`src/rtl/if_fetch_unit.sv`:
```
// rtl/if_fetch_unit.sv - multi-outstanding instruction fetcher with PC tag FIFO and instruction queue
// Optional build macro IFS_ADEL_CHECK_EN: a misaligned fetch PC yields one address-error entry and halts fetch.
module if_fetch_unit #(
  parameter logic [31:0] RESET_PC  = 32'hbfc00000,
  parameter int          MAX_OUTST = 2,
  parameter int          QDEPTH    = 4
) (
  input  logic        clk,
  input  logic        reset,
  input  logic        redirect_valid,
  input  logic [31:0] redirect_pc,
  input  logic        stall,
  input  logic        ds_allowin,
  output logic        fs_to_ds_valid,
  output logic [64:0] fs_to_ds_bus,
  output logic        inst_sram_req,
  output logic        inst_sram_wr,
  output logic [1:0]  inst_sram_size,
  output logic [31:0] inst_sram_addr,
  output logic [31:0] inst_sram_wdata,
  input  logic [31:0] inst_sram_rdata,
  input  logic        inst_sram_addr_ok,
  input  logic        inst_sram_data_ok
);
  localparam int CW  = $clog2(MAX_OUTST + 1);
  localparam int TAW = (MAX_OUTST > 1) ? $clog2(MAX_OUTST) : 1;
  localparam int QAW = (QDEPTH > 1) ? $clog2(QDEPTH) : 1;
  localparam int QCW = $clog2(QDEPTH + 1);

  logic [31:0]    fetch_pc, req_pc, addr_aligned;
  logic           req, stale;
  logic [CW-1:0]  outst, discard;
  logic [31:0]    tag_mem [MAX_OUTST];
  logic [TAW-1:0] tag_wp, tag_rp;
  logic [64:0]    q_mem [QDEPTH];
  logic [QAW-1:0] q_wp, q_rp;
  logic [QCW-1:0] q_count;

  logic           accept, resp, q_push, q_pop, adel_push, fetch_ok;
  logic           stale_n, issue_ok, req_n;
  logic [64:0]    q_wdata;
  logic [CW-1:0]  outst_n, discard_n;
  logic [QCW-1:0] q_count_n;
  logic [31:0]    fetch_pc_n, req_pc_n;

  function automatic logic [TAW-1:0] tag_inc(input logic [TAW-1:0] p);
    return (32'(p) == MAX_OUTST - 1) ? '0 : p + TAW'(1);
  endfunction

  function automatic logic [QAW-1:0] q_inc(input logic [QAW-1:0] p);
    return (32'(p) == QDEPTH - 1) ? '0 : p + QAW'(1);
  endfunction

`ifdef IFS_ADEL_CHECK_EN
  logic halted;
  assign fetch_ok     = (fetch_pc_n[1:0] == 2'b00);
  // Raised only once the pipe is empty so the error entry lands behind all valid fetches.
  assign adel_push    = !redirect_valid && !halted && (fetch_pc[1:0] != 2'b00) &&
                        (outst == '0) && !req && (32'(q_count) < QDEPTH);
  assign addr_aligned = req_pc;
  always_ff @(posedge clk) begin
    if (reset || redirect_valid) halted <= 1'b0;
    else if (adel_push)          halted <= 1'b1;
  end
`else
  assign fetch_ok     = 1'b1;
  assign adel_push    = 1'b0;
  assign addr_aligned = req_pc & 32'hffff_fffc;
`endif

  always_comb begin
    accept  = req && inst_sram_addr_ok;
    resp    = inst_sram_data_ok;
    q_pop   = fs_to_ds_valid && ds_allowin;
    q_push  = 1'b0;
    q_wdata = '0;
    if (resp && (discard == '0) && !redirect_valid) begin
      q_push  = 1'b1;
      q_wdata = {1'b0, inst_sram_rdata, tag_mem[tag_rp]};
    end else if (adel_push) begin
      q_push  = 1'b1;
      q_wdata = {1'b1, 32'b0, fetch_pc};
    end
    outst_n = outst + CW'(accept) - CW'(resp);
    if (redirect_valid) begin
      // Everything still owed by the bus after this edge belongs to the old stream.
      q_count_n  = '0;
      discard_n  = outst_n;
      stale_n    = req && !inst_sram_addr_ok;
      fetch_pc_n = redirect_pc;
    end else begin
      q_count_n  = q_count + QCW'(q_push) - QCW'(q_pop);
      discard_n  = discard + CW'(accept && stale) - CW'(resp && (discard != '0));
      stale_n    = stale && !accept;
      fetch_pc_n = (accept && !stale) ? fetch_pc + 32'd4 : fetch_pc;
    end
  end

  // Credit check on next-state counts so the queue can absorb every response in flight.
  always_comb begin
    issue_ok = !stall && !stale_n && fetch_ok && (32'(outst_n) < MAX_OUTST) &&
               (32'(outst_n) + 32'(q_count_n) < QDEPTH);
    req_n    = issue_ok;
    req_pc_n = fetch_pc_n;
    if (req && !inst_sram_addr_ok) begin
      req_n    = 1'b1;
      req_pc_n = req_pc;
    end
  end

  always_ff @(posedge clk) begin
    if (reset) begin
      fetch_pc <= RESET_PC;
      req_pc   <= RESET_PC;
      req      <= 1'b0;
      stale    <= 1'b0;
      outst    <= '0;
      discard  <= '0;
      tag_wp   <= '0;
      tag_rp   <= '0;
      q_wp     <= '0;
      q_rp     <= '0;
      q_count  <= '0;
    end else begin
      fetch_pc <= fetch_pc_n;
      req_pc   <= req_pc_n;
      req      <= req_n;
      stale    <= stale_n;
      outst    <= outst_n;
      discard  <= discard_n;
      q_count  <= q_count_n;
      if (accept) tag_wp <= tag_inc(tag_wp);
      if (resp)   tag_rp <= tag_inc(tag_rp);
      if (redirect_valid) begin
        q_wp <= '0;
        q_rp <= '0;
      end else begin
        if (q_push) q_wp <= q_inc(q_wp);
        if (q_pop)  q_rp <= q_inc(q_rp);
      end
    end
  end

  always_ff @(posedge clk) begin
    if (accept) tag_mem[tag_wp] <= addr_aligned;
    if (q_push && !redirect_valid) q_mem[q_wp] <= q_wdata;
  end

  assign fs_to_ds_valid  = (q_count != '0);
  assign fs_to_ds_bus    = fs_to_ds_valid ? q_mem[q_rp] : '0;
  assign inst_sram_req   = req;
  assign inst_sram_addr  = addr_aligned;
  assign inst_sram_wr    = 1'b0;
  assign inst_sram_size  = 2'd2;
  assign inst_sram_wdata = 32'b0;
endmodule
```
`config.mk`:
```
export PLATFORM = sky130hd
export DESIGN_NAME = if_fetch_unit
export DESIGN_NICKNAME = d
export VERILOG_FILES = /design/src/rtl/if_fetch_unit.sv
export SDC_FILE = /design/constraint.sdc
export NUM_CORES = 1
export LEC_CHECK = 0
export BUFFER_PORTS_ARGS = -buffer_cell sky130_fd_sc_hd__buf_2
export CORE_MARGIN = 5
export CORE_UTILIZATION = 52
export DETAILED_ROUTE_END_ITERATION = 8
export PLACE_DENSITY = 0.8
export SYNTH_ARGS = -nofsm -noshare
export SYNTH_HDL_FRONTEND = slang
export SYNTH_SLANG_ARGS = --single-unit
```
`constraint.sdc`:
```
create_clock -name clk -period 2.6 [get_ports clk]
set_input_delay 0.26 -clock clk [delete_from_list [all_inputs] [get_ports clk]]
set_output_delay 0.26 -clock clk [all_outputs]
set_load 0.1 [all_outputs]
```
==> results of run 1 <==
## registers in the layout, indices dropped and copies added, names as in the netlist, 3 cells and up, named ones only
register / cells
q_count: 3
req_pc: 30
q_mem: 248
tag_mem: 60
fetch_pc: 30
## cell usage after synthesis, types with 9 or more instances
cell type,count,area share
dfxtp_1,78,0.098
mux2i_1,38,0.024
nand4_1,13,0.0051
xnor2_1,14,0.0077
o21ai_0,15,0.0047
xor2_1,9,0.0049
nand3_1,26,0.0081
nand2_1,49,0.011
clkbuf_1,43,0.010
buf_4,40,0.019
mux4_2,62,0.087
nor3_1,24,0.0075
inv_1,10,0.0023
a21oi_1,23,0.0072
buf_2,10,0.0031
edfxtp_1,308,0.58
nor2_1,75,0.018
ha_1,12,0.0094
and2_1,105,0.041
## routing by layer
metal	vias to the layer above	part of all wire
li1	4316	-
met1	4589	0.41
met2	396	0.49
met3	49	0.083
met4	0	0.016
met5	-	0
## path summary, 6_finish.rpt
| kind | endpoint | slack (ns) | cells after the start |
|---|---|---|---|
| worst max-delay path | inst_sram_req$_SDFF_PP0_ | -0.005 | 12 |
| worst min-delay path | fetch_pc[13]$_SDFF_PP0_ | 0.02 | 3 |
| worst max register to register | inst_sram_req$_SDFF_PP0_ | -0.005 | 12 |
| worst min register to register | req_pc[9]$_SDFFE_PP0N_ | 0.49 | 2 |
## worst register-to-register path: cells and delay by family, from the launching register on
kind / cells / cell delay [ns]
AOI/OAI and AO/OA: 2 / 0.26
adders and majority gates: 3 / 0.89
and+or+nand+nor: 7 / 1.07
DFF: 1 / 0.32
## per-stage QoR
stage	instances	cell area (um2)	hold slack [ns]
2_1_floorplan	1106	16200	0.408
3_3_place_gp	1604	17400	0.462
3_5_place_dp	1604	17400	0.479
4_1_cts	1676	18600	0.00106
5_1_grt	1677	18600	0.0240
6_report	1677	18600	0.0197
## area by class of cell
type                            count  area [um2]  share of cell area
Clock buffer                       54        1090              0.0588
Clock inverter                     17         108             0.00578
Inverter                           11        41.3             0.00222
Multi-Input combinational cell    610        4820               0.259
Sequential cell                   386       10800               0.581
Tap cell                          396         495              0.0266
Timing Repair Buffer              203        1240              0.0666
## cells by family (layout without fill, tap and decap cells)
kind of cell               Yosys count  after routing
DFF                                386            386
and+or+nand+nor                    343            343
buffers and inverters              110            285
muxes                              101            101
AOI/OAI and AO/OA                   90             90
xor gates and xnor gates            23             23
adders and majority gates           13             13
other                                2             40
## report_power, final
part | switching, mW | internal, mW | leakage [nW]
logic | 2.07 | 0.614 | 2.70
clock network | 2.19 | 3.04 | 0.588
registers | 0.166 | 7.02 | 3.51
## repair_timing
| item | CTS | global route |
|---|---|---|
| hold endpoints to repair | 1 | 0 |
| resized for setup | 2 | 4 |
| cloned | 0 | 1 |
| hold buffers | 1 | 0 |
| pin swaps | 7 | 2 |
| endpoints found under the setup margin | 2 | 23 |
==> results.md, run 1 <==
* Unrepaired setup endpoints after global routing: true
* Worst-skew pair later-pin latency at slightly above 0.5 ns
* Max-slew violation count at 0
* Grt met3 use at 0.0303
* Final Hold Fails at 0
* Gr ovfl total at 0
* Setup Skew at about 0.012 ns
* Largest net degree at the start of global routing at 65
* Root Buffer: clkbuf_16
* Port buffer count at between 150 and 200
* Pre-CTS setup slack at -0.189 ns
* Initial Util at 0.525
* Largest family of logic cells by synthesized area: simple AND/OR/NAND/NOR gates
* Failing checks: negative setup slack
* Post-route total power at ~15 mW
* Total of max-cap violations at 0
* Total Routing Usage GR at 0.186
* Std-Cell Rows at 64
* Routed WL at between 30 and 40 mm
* Ports at between 200 and 250
* Layout fillers at 2317
* Die Footprint at ~34000 um2
* Via count of the first global-routing pass at roughly 9.4k
* RR Startpoint: q_count[2]$_SDFF_PP0_
* Clock Pin Slew Worst Setup and Hold Paths at around 0.06 ns
* Setup-failing EPs final at 1
* Synth warn at 0
* Hold path startpoint: redirect_pc[13]
* Fmax at approximately 0.38 GHz
* Initial antenna violation count at 0
* Area grow syn2layout at 16.3%
* Crit start category: flip-flop
* Number of clock sinks at ~390
* Commonest non-fill, non-tap cell in the layout: edfxtp_1
* Synth Area per Inst at 15.0 um2
* Layout cells sized above 1 at 0.275
* CP Buf/Inv Count at 0
* Met2 GRT Util at 0.312
* Die width at between 150 and 200 um
* Fin util at 0.610
* First-pass GRT wire length at ~51 mm
* Outcome: complete, but fails checks
* FFs w/ async S/R, synth at 0
* Critical Path Fanout Max at 3
* Synth unique cells at between 60 and 70
* CP arrival at 3.04 ns
* Met1 GRT Util at 0.259
* Antenna-violating nets left at 0
* Synth Cell Area at 16000 um2
* Most used cell, CP: nand2_1
* Measured slew at the worst slew-check pin at just over 0.6 ns
* CP Cell Sequence: or3_4 -> nand2_2 -> nand2_1 -> nand2_1 -> ha_2 -> fa_1 -> nor2b_1 -> ha_1 -> and4_1 -> nor4_2 -> o211ai_1 -> a21oi_1
* Gpl congestion at slightly below 0.9
* Crit-path max cell delay at ~0.44 ns
* Sequential area share after synthesis at 0.675
* Die Y at 185 um
* Period minus WS final at between 2 and 3 ns
* Critical Path RT at 3.04 ns
* DR pass1 iterations at 5
* Critical-path top delay cell: fa_1
* CP Class: reg -> reg
* Syn Inst Count at approximately 1.1k
* Vias per cell at ~5.6
* Final HPWL DP at 20.4 mm
* Clk buf depth at 3
* Via count at 9350
* Post-Synth Adder-Cell Area at 0.0106
* Leading register cell type out of synthesis: edfxtp_1
* XOR/XNOR Fraction of Synth Area at 0.0126
* VDD IR max at 0.449 mV
* H-tree depth at 2
* Core Box Area at 30500 um2
* Compound-cell area share of the yosys netlist at 0.0387
* Leak at roughly 6.8 nW
* PD cells at 811 nW/um2
* Top Family by Delay on Critical Path: simple AND/OR/NAND/NOR gates
* Wire length per cell at roughly 19 um
* Total CTS buffers at 39
* # DRC at 0
* # diodes at 0
* Setup crit start: q_count[2]$_SDFF_PP0_
* Commonest non-fill, non-tap cells in the layout: edfxtp_1, buf_2, and2_1, dfxtp_1, nor2_1
* Nets@finish at between 1k and 1.5k
* Mux share of post-synthesis cell area at 0.112
* Setup TNS at -0.00470 ns
* Number of synthesized register bits at between 300 and 400
* Critical Path Sink Type: flip-flop
* Hold Path Class: in -> reg
* Busiest grt layer: met2
* Number of DRC markers in iteration 0 at just under 700
* Slew Limit Headroom at 0.587
* Final period util at 1.00
* Postcts setup bufs at 0
* CTS tree: done
* Setup slack after layout at -0.00470 ns
* EDFF count, synth at slightly above 300
* Simple-Gate Fraction of Synth Area at 0.115
Note: power is estimated with default switching activity, not from simulation.
==> run 2: changes to the inputs <==
--- a/config.mk
+++ b/config.mk
@@ -6,7 +6,6 @@
 export NUM_CORES = 1
 export LEC_CHECK = 0
 export BUFFER_PORTS_ARGS = -buffer_cell sky130_fd_sc_hd__buf_2
-export CORE_MARGIN = 5
 export CORE_UTILIZATION = 52
 export DETAILED_ROUTE_END_ITERATION = 8
 export PLACE_DENSITY = 0.8
==> constraint.sdc (replaced) <==
create_clock -name clk -period 2.6 [get_ports clk]
set_input_delay 0.13 -clock clk [delete_from_list [all_inputs] [get_ports clk]]
set_output_delay 0.13 -clock clk [all_outputs]
set_load 0.1 [all_outputs]
==> results.md, run 2 (synthesized netlist as in run 1, its figures left out) <==
* Commonest non-fill, non-tap cells in the layout: edfxtp_1, buf_2, and2_1, dfxtp_1, nor2_1
* Critical Path Sink Type: flip-flop
* Number of DRC markers in iteration 0 at 529 (-21%)
* Period minus WS final at 2.61 ns (+0.00725 ns)
* Hold path depth at 4 (+1)
* Critical Path RT at 3.05 ns (about the same)
* Final HPWL DP at 19.8 mm (-3.0%)
* Wire length per cell at 18.3 um (-5.7%)
* Antenna-violating nets left at 0 (unchanged)
* Max reg flops at 248 (unchanged)
* CP arrival at 3.06 ns (+0.02 ns)
* DR pass1 iterations at 5 (unchanged)
* Root Buffer: clkbuf_16
* Biggest register: q_mem
* Die Footprint at 31500 um2 (-8.4%)
* Setup-failing EPs final at 1 (unchanged)
* Die width at 177 um (-4.3%)
* Final Hold Fails at 0 (unchanged)
* # DRC at 0 (unchanged)
* Largest net degree at the start of global routing at 65 (unchanged)
* Switch Pwr at 4.43 mW (+0.20%)
* Unrepaired setup endpoints after global routing: true
* First-pass GRT wire length at 49.5 mm (-2.1%)
* Layout cells sized above 1 at 0.265 (-0.00990)
* Initial antenna violation count at 0 (unchanged)
* Initial Util at 0.535 (+0.00973)
* Total of max-cap violations at 0 (unchanged)
* Setup TNS at -0.0120 ns (-0.00725 ns)
* Routed WL at 31.7 mm (-2.5%)
* Layout fillers at 2156 (-6.9%)
* Nets@finish at 1399 (+4.8%)
* Std-Cell Rows at 63 (-1.6%)
* Outcome: complete, but fails checks
* Final period util at 1.00 (+0.00279)
* Sw Ratio at 0.289 (-0.00390)
* Critical Path Fanout Max at 3 (unchanged)
* CTS tree: done
* H-tree depth at 2 (unchanged)
* Leak at 7.12 nW (+4.7%)
* Die Y at 177 um (-4.3%)
* Vias per cell at 5.48 (-1.7%)
* Register cell area after layout at 10800 um2 (about the same)
* # diodes at 0 (unchanged)
* Ports at 205 (unchanged)
* Crit start category: flip-flop
* VDD IR max at 0.481 mV (+7.3%)
* Fmax at 0.383 GHz (-0.28%)
* Clk network pwr share at 0.353 (+0.007)
* Gpl congestion at 0.878 (+0.21%)
* Area grow syn2layout at 21.0%
* Via count of the first global-routing pass at 9433 (+0.44%)
* Gr ovfl total at 0 (unchanged)
* Via count at 9503 (+1.6%)
* Placement-stage cell area at 17400 um2 (+0.35%)
* Core Box Area at 30000 um2 (-1.8%)
* Post-route total power at 15.3 mW (+1.5%)
* Number of clock sinks at 386 (unchanged)
* Area of the multi-input gates at 4830 um2 (+0.21%)
* Clock Pin Slew Worst Setup and Hold Paths at 0.06 ns (about the same)
* Biggest regs: q_mem: 248 flops, tag_mem: 60 flops
* Design Area, Final at 19400 um2 (+4.0%)
* Sequential power share at 0.469 (-0.007)
* PD cells at 792 nW/um2 (-2.3%)
* CP Class: reg -> reg
* Comb power frac at 0.178 (about the same)
* Port buffer count at 162 (unchanged)
* Worst reg2reg path depth at 12 (unchanged)
* Failing checks: negative setup slack
* Pint at 10.9 mW (+2.1%)
* Clk buf depth at 3 (unchanged)
* Slew Limit Headroom at 0.582 (-0.00480)
* Total Routing Usage GR at 0.203 (+0.0173)
* Hold Path Class: in -> reg
* Setup slack after layout at -0.0120 ns (-0.00725 ns)
* Measured slew at the worst slew-check pin at 0.627 ns (+0.00720 ns)
* Max-slew violation count at 0 (unchanged)
* Commonest non-fill, non-tap cell in the layout: edfxtp_1
* Total CTS buffers at 39 (unchanged)
* Worst-skew pair later-pin latency at 0.53 ns (+0.02 ns)
* Setup Skew at 0.0236 ns (+0.0119 ns)
## run 2: area by class of cell
cell class | instances | share of cell area
Clock buffer | 51 | 0.0554
Clock inverter | 19 | 0.00963
Inverter | 11 | 0.00213
Multi-Input combinational cell | 610 | 0.249
Sequential cell | 386 | 0.559
Tap cell | 390 | 0.0252
Timing Repair Buffer | 267 | 0.0994
## run 2: critical path, cell delays in order, from the launching register on
cell      delay (ns)
dfxtp_1         0.31
or3_4           0.42
nand2_4         0.08
nand2_2         0.05
nand2_2         0.06
ha_2            0.16
fa_1            0.43
nor2b_1         0.16
ha_1            0.29
and4_1          0.18
nor4_2          0.14
o211ai_1        0.12
a21oi_1         0.14
## run 2: routing by layer
layer  GRT usage  routed length (um)  up-vias
met2       0.353               15600      371
li1            -                   -     4445
met3      0.0347                2020       53
met1       0.267               13600     4634
met5           0                   0        -
met4      0.0474                 561        0
## run 2: power by group through the flow
stage	sequential, mW	clock (mW)	combinational (mW)
after floorplan	7.64	0	1.83
after global placement	7.30	0	2.61
after global routing	7.22	5.80	2.88
after CTS	7.19	5.53	2.73
after detailed placement	7.32	0	2.65
final	7.19	5.41	2.73
## run 2: worst paths after layout
path	startpoint	to	slack, ns
max	q_count[2]$_SDFF_PP0_	inst_sram_req$_SDFF_PP0_	-0.01
min	redirect_pc[17]	fetch_pc[17]$_SDFF_PP0_	0.03
max reg2reg	q_count[2]$_SDFF_PP0_	inst_sram_req$_SDFF_PP0_	-0.01
min reg2reg	req_pc[25]$_SDFFE_PP1N_	tag_mem[1][23]$_DFFE_PP_	0.48
## run 2: through the flow
stage | hold WS (ns) | worst slack, ns | cells | util
3_3_place_gp | 0.394 | -0.108 | 1597 | 0.582
5_1_grt | 0.0355 | -0.155 | 1734 | 0.646
6_report | 0.0267 | -0.0120 | 1734 | 0.646
4_1_cts | -0.0941 | -0.0749 | 1732 | 0.645
3_5_place_dp | 0.404 | -0.176 | 1597 | 0.582
2_1_floorplan | 0.278 | -0.0875 | 1106 | -
## run 2: timing repair
item	4_1_cts	5_1_grt
pin swaps	7	1
resized for setup	1	4
buffers inserted	1	1
endpoints found under the hold margin	169	1
setup endpoints to repair	1	24
hold buffers	64	1
cloned	0	0
==> run 3: changes to the inputs <==
--- a/config.mk
+++ b/config.mk
@@ -8,7 +8,8 @@
 export BUFFER_PORTS_ARGS = -buffer_cell sky130_fd_sc_hd__buf_2
 export CORE_UTILIZATION = 52
 export DETAILED_ROUTE_END_ITERATION = 8
-export PLACE_DENSITY = 0.8
+export PLACE_DENSITY = 0.87
+export SETUP_SLACK_MARGIN = 0.02
 export SYNTH_ARGS = -nofsm -noshare
 export SYNTH_HDL_FRONTEND = slang
 export SYNTH_SLANG_ARGS = --single-unit
==> results.md, run 3 (synthesized netlist as in run 1, its figures left out) <==
* Outcome: complete, but fails checks
* Failing checks: negative setup slack
* Via count at 9587 (+0.88%)
* Total of max-cap violations at 0 (unchanged)
* Number of DRC markers in iteration 0 at 835 (+58%)
* CP Class: reg -> reg
* Non-filler cells, final at 1727 (-0.40%)
* Largest net degree at the start of global routing at 64 (-1.5%)
* Max-slew violation count at 0 (unchanged)
* Vias per cell at 5.55 (+1.3%)
* Wire length per cell at 18.9 um (+3.3%)
* Final HPWL DP at 19.9 mm (+0.61%)
* Nets@finish at 1393 (-0.43%)
* Fmax at 0.374 GHz (-2.4%)
* Clock Pin Slew Worst Setup and Hold Paths at 0.06 ns (about the same)
* CP Cell Sequence: or3_4 -> nand2_4 -> nand2_1 -> nand2_1 -> ha_2 -> fa_1 -> nor2b_1 -> ha_1 -> and4_1 -> nor4_2 -> o211ai_1 -> a21oi_1
* Via count of the first global-routing pass at 9385 (-0.51%)
* Critical-path top delay cell: or3_4
* Worst reg2reg path depth at 12 (unchanged)
* Total Routing Usage GR at 0.209 (+0.00510)
* CP Buf/Inv Count at 0 (unchanged)
* Antenna-violating nets left at 0 (unchanged)
* Commonest non-fill, non-tap cells in the layout: edfxtp_1, buf_2, and2_1, dfxtp_1, nor2_1
* Layout cells sized above 1 at 0.261 (-0.00385)
* Setup Skew at 0.0207 ns (-0.00292 ns)
* Clk buf depth at 3 (unchanged)
* Biggest register: q_mem
* Crit-path max cell delay at 0.43 ns (about the same)
* Top Family by Delay on Critical Path: simple AND/OR/NAND/NOR gates
* Total CTS buffers at 39 (unchanged)
* Die Footprint at 31500 um2 (unchanged)
* CTS tree: done
* Setup slack after layout at -0.0764 ns (-0.0645 ns)
* Critical Path Sink Type: flip-flop
* # DRC at 0 (unchanged)
* Hold path depth at 2 (-2)
* Area grow syn2layout at 20.1%
* Placed Cells at 1595 (-0.13%)
* Final period util at 1.03 (+0.0248)
* Measured slew at the worst slew-check pin at 0.597 ns (-0.0303 ns)
* Crit path depth at 12 (unchanged)
* # diodes at 0 (unchanged)
* Post-route total power at 15.3 mW (-0.40%)
* Critical Path RT at 3.03 ns (-0.02 ns)
* Most used cell, CP: nand2_1
* Setup-failing EPs final at 1 (unchanged)
* Core Box Area at 30000 um2 (unchanged)
* Unrepaired setup endpoints after global routing: true
* Port buffer count at 162 (unchanged)
* Die Y at 177 um (unchanged)
* Design Area, Final at 19200 um2 (-0.70%)
* Slew Limit Headroom at 0.599 (+0.0172)
* CP arrival at 3.11 ns (+0.05 ns)
* Hold Path Class: in -> reg
* Gr ovfl total at 0 (unchanged)
* Layout fillers at 2088 (-3.2%)
* Biggest regs: q_mem: 248 flops, tag_mem: 60 flops
* H-tree depth at 2 (unchanged)
* DR pass1 iterations at 5 (unchanged)
* First-pass GRT wire length at 50.3 mm (+1.6%)
* VDD IR max at 0.547 mV (+14%)
* Initial Util at 0.535 (unchanged)
* Setup TNS at -0.0764 ns (-0.0645 ns)
* Max reg flops at 248 (unchanged)
* Final Hold Fails at 0 (unchanged)
* Worst-skew pair later-pin latency at 0.52 ns (about the same)
* Std-Cell Rows at 63 (unchanged)
* Crit start category: flip-flop
* Placement-stage cell area at 17400 um2 (-0.30%)
* Number of clock sinks at 386 (unchanged)
* Root Buffer: clkbuf_16
* Period minus WS final at 2.68 ns (+0.0645 ns)
* Ports at 205 (unchanged)
* Commonest non-fill, non-tap cell in the layout: edfxtp_1
* Critical Path Fanout Max at 4 (+1)
* PD cells at 794 nW/um2 (+0.30%)
* Leak at 7.06 nW (-0.85%)
* Gpl congestion at 0.917 (+4.4%)
* Routed WL at 32.6 mm (+2.9%)
* Initial antenna violation count at 0 (unchanged)
* Die width at 177 um (unchanged)
==> run 3: final cells by class <==
| cell class | count | area (um2) | area share |
|---|---|---|---|
| clock buffer | 57 | 1120 | 0.0581 |
| clock inverter | 12 | 113 | 0.00586 |
| inverter | 11 | 41.3 | 0.00215 |
| multi-input combinational | 610 | 4830 | 0.251 |
| sequential | 386 | 10800 | 0.563 |
| tap | 390 | 488 | 0.0254 |
| timing repair buffer | 261 | 1820 | 0.0949 |
==> run 3: timing repair <==
action	4_1_cts	5_1_grt
hold buffers	57	1
endpoints found under the setup margin	3	1
resized for setup	1	2
setup buffers	5	0
endpoints found under the hold margin	144	1
pin swaps	8	1
==> run 3: final timing paths <==
check                    startpoint                  endpoint  slack, ns
max           q_count[2]$_SDFF_PP0_  inst_sram_req$_SDFF_PP0_      -0.08
min             inst_sram_rdata[22]    q_mem[1][54]$_DFFE_PP_       0.04
max reg2reg   q_count[2]$_SDFF_PP0_  inst_sram_req$_SDFF_PP0_      -0.08
min reg2reg  req_pc[9]$_SDFFE_PP0N_    req_pc[9]$_SDFFE_PP0N_       0.49
==> run 3: stage by stage <==
stage          hold WS, ns  setup slack [ns]   util
2_1_floorplan        0.278           -0.0875      -
3_3_place_gp         0.401            -0.103  0.580
3_5_place_dp         0.400            -0.171  0.580
4_1_cts            -0.0774           -0.0509  0.641
5_1_grt             0.0339            -0.218  0.642
6_report            0.0353           -0.0764  0.642
==> run 3: power breakdown <==
| group | total [mW] | switching, mW | internal [mW] | leakage, nW |
|---|---|---|---|---|
| combinational | 2.73 | 2.08 | 0.652 | 2.95 |
| clock | 5.34 | 2.16 | 3.18 | 0.600 |
| sequential | 7.19 | 0.172 | 7.02 | 3.51 |
| total | 15.3 | 4.42 | 10.9 | 7.06 |
==> run 3: per-layer routing <==
metal	routed length, um	part of all wire	vias up	global-route usage
li1	-	-	4427	-
met1	13200	0.41	4678	0.279
met2	16200	0.50	438	0.356
met3	2610	0.080	44	0.0338
met4	567	0.017	0	0.0506
met5	0	0	-	0
